## config.mk

```make
export PLATFORM = sky130hd
export DESIGN_NAME = dat_mem_arbiter
export DESIGN_NICKNAME = d
export VERILOG_FILES = /design/src/rtl/dat_mem_pkg.sv /design/src/rtl/rr_arb2.sv /design/src/rtl/dat_mem_arbiter.sv
export SDC_FILE = /design/constraint.sdc
export NUM_CORES = 1
export LEC_CHECK = 0
export ABC_AREA = 1
export BUFFER_PORTS_ARGS = -buffer_cell sky130_fd_sc_hd__buf_2
export CORE_MARGIN = 4
export CORE_UTILIZATION = 44
export DETAILED_ROUTE_END_ITERATION = 8
export PLACE_DENSITY = 0.87
export SETUP_SLACK_MARGIN = 0.3
export SLEW_MARGIN = 10
export SYNTH_ARGS = -nofsm -noshare
export SYNTH_HDL_FRONTEND = slang
export SYNTH_SLANG_ARGS = --single-unit
```

## constraint.sdc

```tcl
create_clock -name clk -period 2.3 [get_ports clk]
set_input_delay 0.115 -clock clk [delete_from_list [all_inputs] [get_ports clk]]
set_output_delay 0.115 -clock clk [all_outputs]
set_load 0.05 [all_outputs]
```

## src/rtl/dat_mem_pkg.sv

```systemverilog
// ============================================================================
// Module   : dat_mem_pkg
// Purpose  : Shared widths and types for the data-memory arbiter.
// Revision : 1.0 - initial release
// ============================================================================
`default_nettype none

package dat_mem_pkg;

  localparam int DATA_W = 8;
  localparam int ADDR_W = 8;

  typedef logic port_id_t;

  typedef struct packed {
    logic              we;
    logic [ADDR_W-1:0] addr;
    logic [DATA_W-1:0] wdata;
  } mem_req_t;

endpackage

`default_nettype wire

```

## src/rtl/rr_arb2.sv

```systemverilog
// ============================================================================
// Module   : rr_arb2
// Purpose  : Two-way round-robin arbiter with combinational grant.
// Revision : 1.0 - initial release
// ============================================================================
`default_nettype none

module rr_arb2
  import dat_mem_pkg::*;
(
  input  logic       clk,
  input  logic       reset,
  input  logic [1:0] req,
  output logic [1:0] gnt,
  output port_id_t   prio
);

  // Grants are suppressed during reset so no access can leak into memory.
  always_comb begin
    gnt = 2'b00;
    if (!reset) begin
      if (req == 2'b11) begin
        gnt = prio ? 2'b10 : 2'b01;
      end else begin
        gnt = req;
      end
    end
  end

  // Priority moves to the port that was not served; idle cycles leave it alone.
  always_ff @(posedge clk) begin
    if (reset) begin
      prio <= 1'b0;
    end else if (gnt[0]) begin
      prio <= 1'b1;
    end else if (gnt[1]) begin
      prio <= 1'b0;
    end
  end

endmodule

`default_nettype wire

```

## src/rtl/dat_mem_arbiter.sv

```systemverilog
// ============================================================================
// Module   : dat_mem_arbiter
// Purpose  : Shares a single-port data memory between core and loader ports.
// Revision : 1.0 - initial release
// ============================================================================
`default_nettype none

module dat_mem_arbiter #(
  parameter int DATA_W = dat_mem_pkg::DATA_W,
  parameter int ADDR_W = dat_mem_pkg::ADDR_W
) (
  input  logic              clk,
  input  logic              reset,
  input  logic              req0,
  input  logic              we0,
  input  logic [ADDR_W-1:0] addr0,
  input  logic [DATA_W-1:0] wdata0,
  output logic              gnt0,
  output logic              rvalid0,
  output logic [DATA_W-1:0] rdata0,
  input  logic              req1,
  input  logic              we1,
  input  logic [ADDR_W-1:0] addr1,
  input  logic [DATA_W-1:0] wdata1,
  output logic              gnt1,
  output logic              rvalid1,
  output logic [DATA_W-1:0] rdata1,
  output logic [ADDR_W-1:0] mem_addr,
  output logic [DATA_W-1:0] mem_dataIn,
  output logic              mem_writeEnable,
  input  logic [DATA_W-1:0] mem_dataOut
);

  import dat_mem_pkg::*;

  logic [1:0] w_gnt;
  port_id_t   w_prio;
  mem_req_t   w_req0;
  mem_req_t   w_req1;
  mem_req_t   w_sel;
  logic       w_rd0;
  logic       w_rd1;

  rr_arb2 u_arb (
    .clk   (clk),
    .reset (reset),
    .req   ({req1, req0}),
    .gnt   (w_gnt),
    .prio  (w_prio)
  );

  assign gnt0 = w_gnt[0];
  assign gnt1 = w_gnt[1];

  assign w_req0 = '{we: we0, addr: addr0, wdata: wdata0};
  assign w_req1 = '{we: we1, addr: addr1, wdata: wdata1};

  // Port 0 drives the bus whenever port 1 is not granted, including idle.
  assign w_sel           = gnt1 ? w_req1 : w_req0;
  assign mem_addr        = w_sel.addr;
  assign mem_dataIn      = w_sel.wdata;
  assign mem_writeEnable = w_sel.we & (gnt0 | gnt1);

  assign w_rd0 = gnt0 & ~we0;
  assign w_rd1 = gnt1 & ~we1;

  always_ff @(posedge clk) begin
    if (reset) begin
      rvalid0 <= 1'b0;
      rvalid1 <= 1'b0;
      rdata0  <= '0;
      rdata1  <= '0;
    end else begin
      rvalid0 <= w_rd0;
      rvalid1 <= w_rd1;
      if (w_rd0) begin
        rdata0 <= mem_dataOut;
      end
      if (w_rd1) begin
        rdata1 <= mem_dataOut;
      end
    end
  end

endmodule

`default_nettype wire
```

* After elaboration in Yosys (flattened, before gate mapping)
Cells that the tools add are included.
** Word-level totals
- Word-level logic and storage cells :: 19
- Flip-flop bits (word level) :: 19
- Output and inout bits :: 37
- Input port bits :: 46
** Cells by class
- Reductions and logical operators :: 1
- Equal/unequal tests :: 1
- Mux-type cells :: 6
- Bitwise gates (word level) :: 6
** Operators by type and width (count)
- 17-bit two-way mux :: 1
- 2-bit two-way mux :: 3
- 1-bit AND :: 3
- 2-bit equality test, second input constant :: 1
- 1-bit two-way mux :: 2
- 1-bit NOT :: 2
- 2-bit nonzero test :: 1
- 1-bit OR :: 1

* Longest topological paths before layout
- Word-level depth :: 5
- Depth in mapped cells :: 7
- Mapped depth without buffers :: 6

* By module
Synthesis repeated with hierarchy kept, for this count alone.
** Second synthesis, totals
- Cells, all modules :: 171
- Area, all modules :: 1031.0 um^2
** Modules (own cells, without submodules)
- dat_mem_arbiter :: cells each 158, seq. area each 360.3 um^2, area each 963.4 um^2, instances 1
- rr_arb2 :: cells each 13, seq. area each 20.0 um^2, area each 67.6 um^2, instances 1

* Worst setup path after synthesis
No wires, ideal clock.
- Path type :: flip-flop to output port
- Start point :: reg u_arb.prio
- End point :: out mem_writeEnable
- Data required time :: 2.185 ns
- Stages on the path, launching flop included :: 6
- Path slack :: 0.680 ns
- Buffers on the path :: 0
- Arrival time :: 1.505 ns
- Cell sequence :: dfxtp_1 > inv_1 > nand2_2 > nand3_4 > nand2_1 > a21oi_1
** On the way
- Cells in the longest elaborated chain, start to end :: 5
- Elaborated cells between the ends (all ways) :: 6
- Classes of those cells :: mux: 4; bitwise: 2
** RTL lines
- start: declaration :: RTL line rr_arb2.sv:15 : output port_id_t prio
- start signal: assignment :: RTL line rr_arb2.sv:33 : prio <= 1'b0;
- start signal: assignment :: RTL line rr_arb2.sv:35 : prio <= 1'b1;
- start signal: assignment :: RTL line rr_arb2.sv:37 : prio <= 1'b0;
- 2-bit two-way mux (*) :: RTL line rr_arb2.sv:23 : gnt = prio ? 2'b10 : 2'b01;
- 2-bit two-way mux (*) :: RTL line rr_arb2.sv:22 : if (req == 2'b11) begin
- 2-bit two-way mux (*) :: RTL line rr_arb2.sv:21 : if (!reset) begin
- 17-bit two-way mux / 1-bit OR (equally long branches) :: RTL line dat_mem_arbiter.sv:59, dat_mem_arbiter.sv:62
- 1-bit AND (*) :: RTL line dat_mem_arbiter.sv:62 : assign mem_writeEnable = w_sel.we & (gnt0 | gnt1);
- end: declaration :: RTL line dat_mem_arbiter.sv:30 : output logic mem_writeEnable,
Every way passes the cells marked *; elsewhere a longest branch is shown, timed or not.

* Final worst setup path
- Start point :: reg u_arb.prio
- End point :: out mem_dataIn[7]
** On the way
- Cells in the longest elaborated chain, start to end :: 4
** RTL lines
- 2-bit two-way mux :: RTL line rr_arb2.sv:23
- 2-bit two-way mux :: RTL line rr_arb2.sv:22
- 2-bit two-way mux :: RTL line rr_arb2.sv:21
- 17-bit two-way mux :: RTL line dat_mem_arbiter.sv:59 : assign w_sel = gnt1 ? w_req1 : w_req0;
- end: declaration :: RTL line dat_mem_arbiter.sv:29 : output logic [DATA_W-1:0] mem_dataIn,
Every way passes these cells.

==> results.md <==
- Status: completed
- Skew-Pair Late Insertion Delay: 0.30 ns
- RD Place Congestion: 0.836
- Placed Instances: 306
- Mux cell area share after synthesis: 0
- Hold slack: 0.149 ns
- Adder-Cell Fraction of Synth Area: 0
- Total grt overflow: 0
- Synthesized flop and latch total: 19
- Xor/xnor share of the synthesized area: 0
- CTS Sinks: 19
- Non-Filler Instances: 310
- Core region area: 0.00252 sq mm
- Initial antenna violation count: 0
- F_max: 575 MHz
- Syn_area_per_cell: 5.96 sq um
- Sequential fraction of the synthesis area: 0.322
- Synthesized instance count: 198
- Reg2reg start: u_arb.prio
- Area fraction in compound gates after synthesis: 0.0127
- Post-DP Area: 0.00160 sq mm
- Largest net degree at the start of global routing: 19
- DR pass1 iterations: 4
- Htree depth: 1
- Cell mode on critical path: nand2_1
- Cts bufs inserted: 3
- DIE AREA: 0.00357 sq mm
- Final Hold Viols: 0
- Top Ports: 83
- Starting Density: 0.468
- Via Count: 1390
- GR Util All Layers: 0.177
- Final min period: 1.74 ns
- Power density cells: 536 mW/mm^2
- Clock transition at path regs: 0.11 ns
- Synthesized area: 0.00118 sq mm
- Hold Crit Depth: 5
- # rows: 18
- R2R cell count: 5
- Synth warn: 0
- Tcrit/Tclk final: 0.756
- Crit end category: primary output
- Worst Max-Slew Pin Slew: 0.350 ns
- Worst Hold Class: input pin to register
- Final HPWL DP: 2630 um
- Startpoint Class: register
- Setup CP Type: register to primary output
- Worst slack, placed: 0.907 ns
- Max IR drop VDD: 0.000424 V
- Vias per std cell: 4.48
- DRC viols: 0
- Commonest non-fill, non-tap cell in the layout: nand2_1
- Static Leak: 1.05 nW
- Drt wl/cell: 10.4 um
- CP max FO: 18
- Antenna Nets Post-Route: 0
- Number of global-route vias before repair: 1213
- Largest family of logic cells by synthesized area: simple AND/OR/NAND/NOR gates
- Die Y: 59.8 um
- Syn Nets: 244
- Most frequent cells in the layout: nand2_1, buf_2, inv_1
- Clock tree buffer depth: 2
- Nets: 327
- Max-cap violations: 0
- Clk_skew: 0.00591 ns
- CTS Root Cell: clkbuf_4
- Worst EP arrival: 1.62 ns
- Post-CTS setup buffer count: 0
- Port buffer count: 82
- Total wire length: 3220 um
- Finished Cell Area: 0.00162 sq mm
- Area grow syn2layout: 37.6%
- Share of cells above drive strength 1: 0.336
- Synth Area in Simple Gates: 0.475
- Post_cts resized: 0
- Post-CTS Hold Fix Bufs: 0
- Min-delay src: mem_dataOut[0]
- DRT iter0 DRCs: 91
- RSZ-0062 raised after global routing: no
- Final worst slack: 0.561 ns
- Synth unique cells: 19
- Final Max Tran Viols: 0
- CP cell instances: inv_1, nand2_2, nand2_8, inv_6, nand2_1, nand2_1, buf_2
- Setup TNS: 0 ns
- Worst slew margin: 0.766
- Final Setup Violations: 0
- Diode count: 0
- Largest stage delay, worst path: 0.34 ns
- Horiz. Die Dim: 59.8 um
- TritonCTS clock tree: yes
- Global-route wire length before repair: 4870 um
- CP Launch Point: u_arb.prio
- Slowest cell on crit path: dfxtp_1
- Worst EP required: 2.18 ns
[synthesized netlist by cell type, drive strengths merged]
| cell type | instances | area (sq um) |
|---|---|---|
| nand3 | 2 | 27.5 |
| a21oi | 3 | 15.0 |
| clkinv | 2 | 7.51 |
| nand4 | 16 | 100 |
| inv | 48 | 185 |
| dfxtp | 19 | 380 |
| nand2 | 86 | 342 |
| clkbuf | 1 | 3.75 |
| buf | 3 | 27.5 |
| nor2 | 18 | 91.3 |
[worst max-delay path, delay by kind of cell (launching register included)]
family / cells / cell delay [ns]
buf+inv: 3 / 0.46
simple gates: 4 / 0.51
flops: 1 / 0.34
[metrics by stage]
stage / power, mW / util
global route: 0.918 / 0.644
global placement: 0.704 / 0.633
detailed placement: 0.708 / 0.633
finish: 0.871 / 0.644
floorplan: 0.615 / -
CTS: 0.875 / 0.644
[metal layers]
metal,GRT usage,share of wire,vias to the layer above
met1,0.183,0.35,567
li1,-,-,746
met2,0.344,0.49,72
met3,0.0432,0.14,5
met5,0,0,-
met4,0.0475,0.0099,0
[where the power goes]
| part | internal [mW] | switching [mW] |
|---|---|---|
| Combinational | 0.0917 | 0.256 |
| Clock | 0.0648 | 0.106 |
| Sequential | 0.345 | 0.00685 |
[path summary, 6_finish.rpt]
path,slack (ns),endpoint
worst max-delay path,0.56,mem_dataIn[7]
worst min-delay path,0.15,rdata0[0]
worst max register to register,1.14,rdata0[3]
worst min register to register,0.51,u_arb.prio
[logic make-up (layout without fill, tap and decap cells)]
group / Yosys count / after routing
flip-flops: 19 / 19
AO/OA/AOI/OAI: 3 / 3
AND/OR/NAND/NOR: 122 / 122
buffers and inverters: 54 / 136
[registers in the layout, indices dropped and copies added, names as in the netlist]
register,cells
rvalid0,1
rdata0,8
rdata1,8
rvalid1,1
u_arb.prio,1
[layout make-up]
class,instances,area [sq um]
well taps,30,37.5
fillers,241,898
flip-flops and latches,19,380
clock inverters,1,5.00
inverters,50,193
multi-input cells,125,576
repair buffers,82,410
clock buffers,3,22.5
Power figures use the tool's default switching activity.
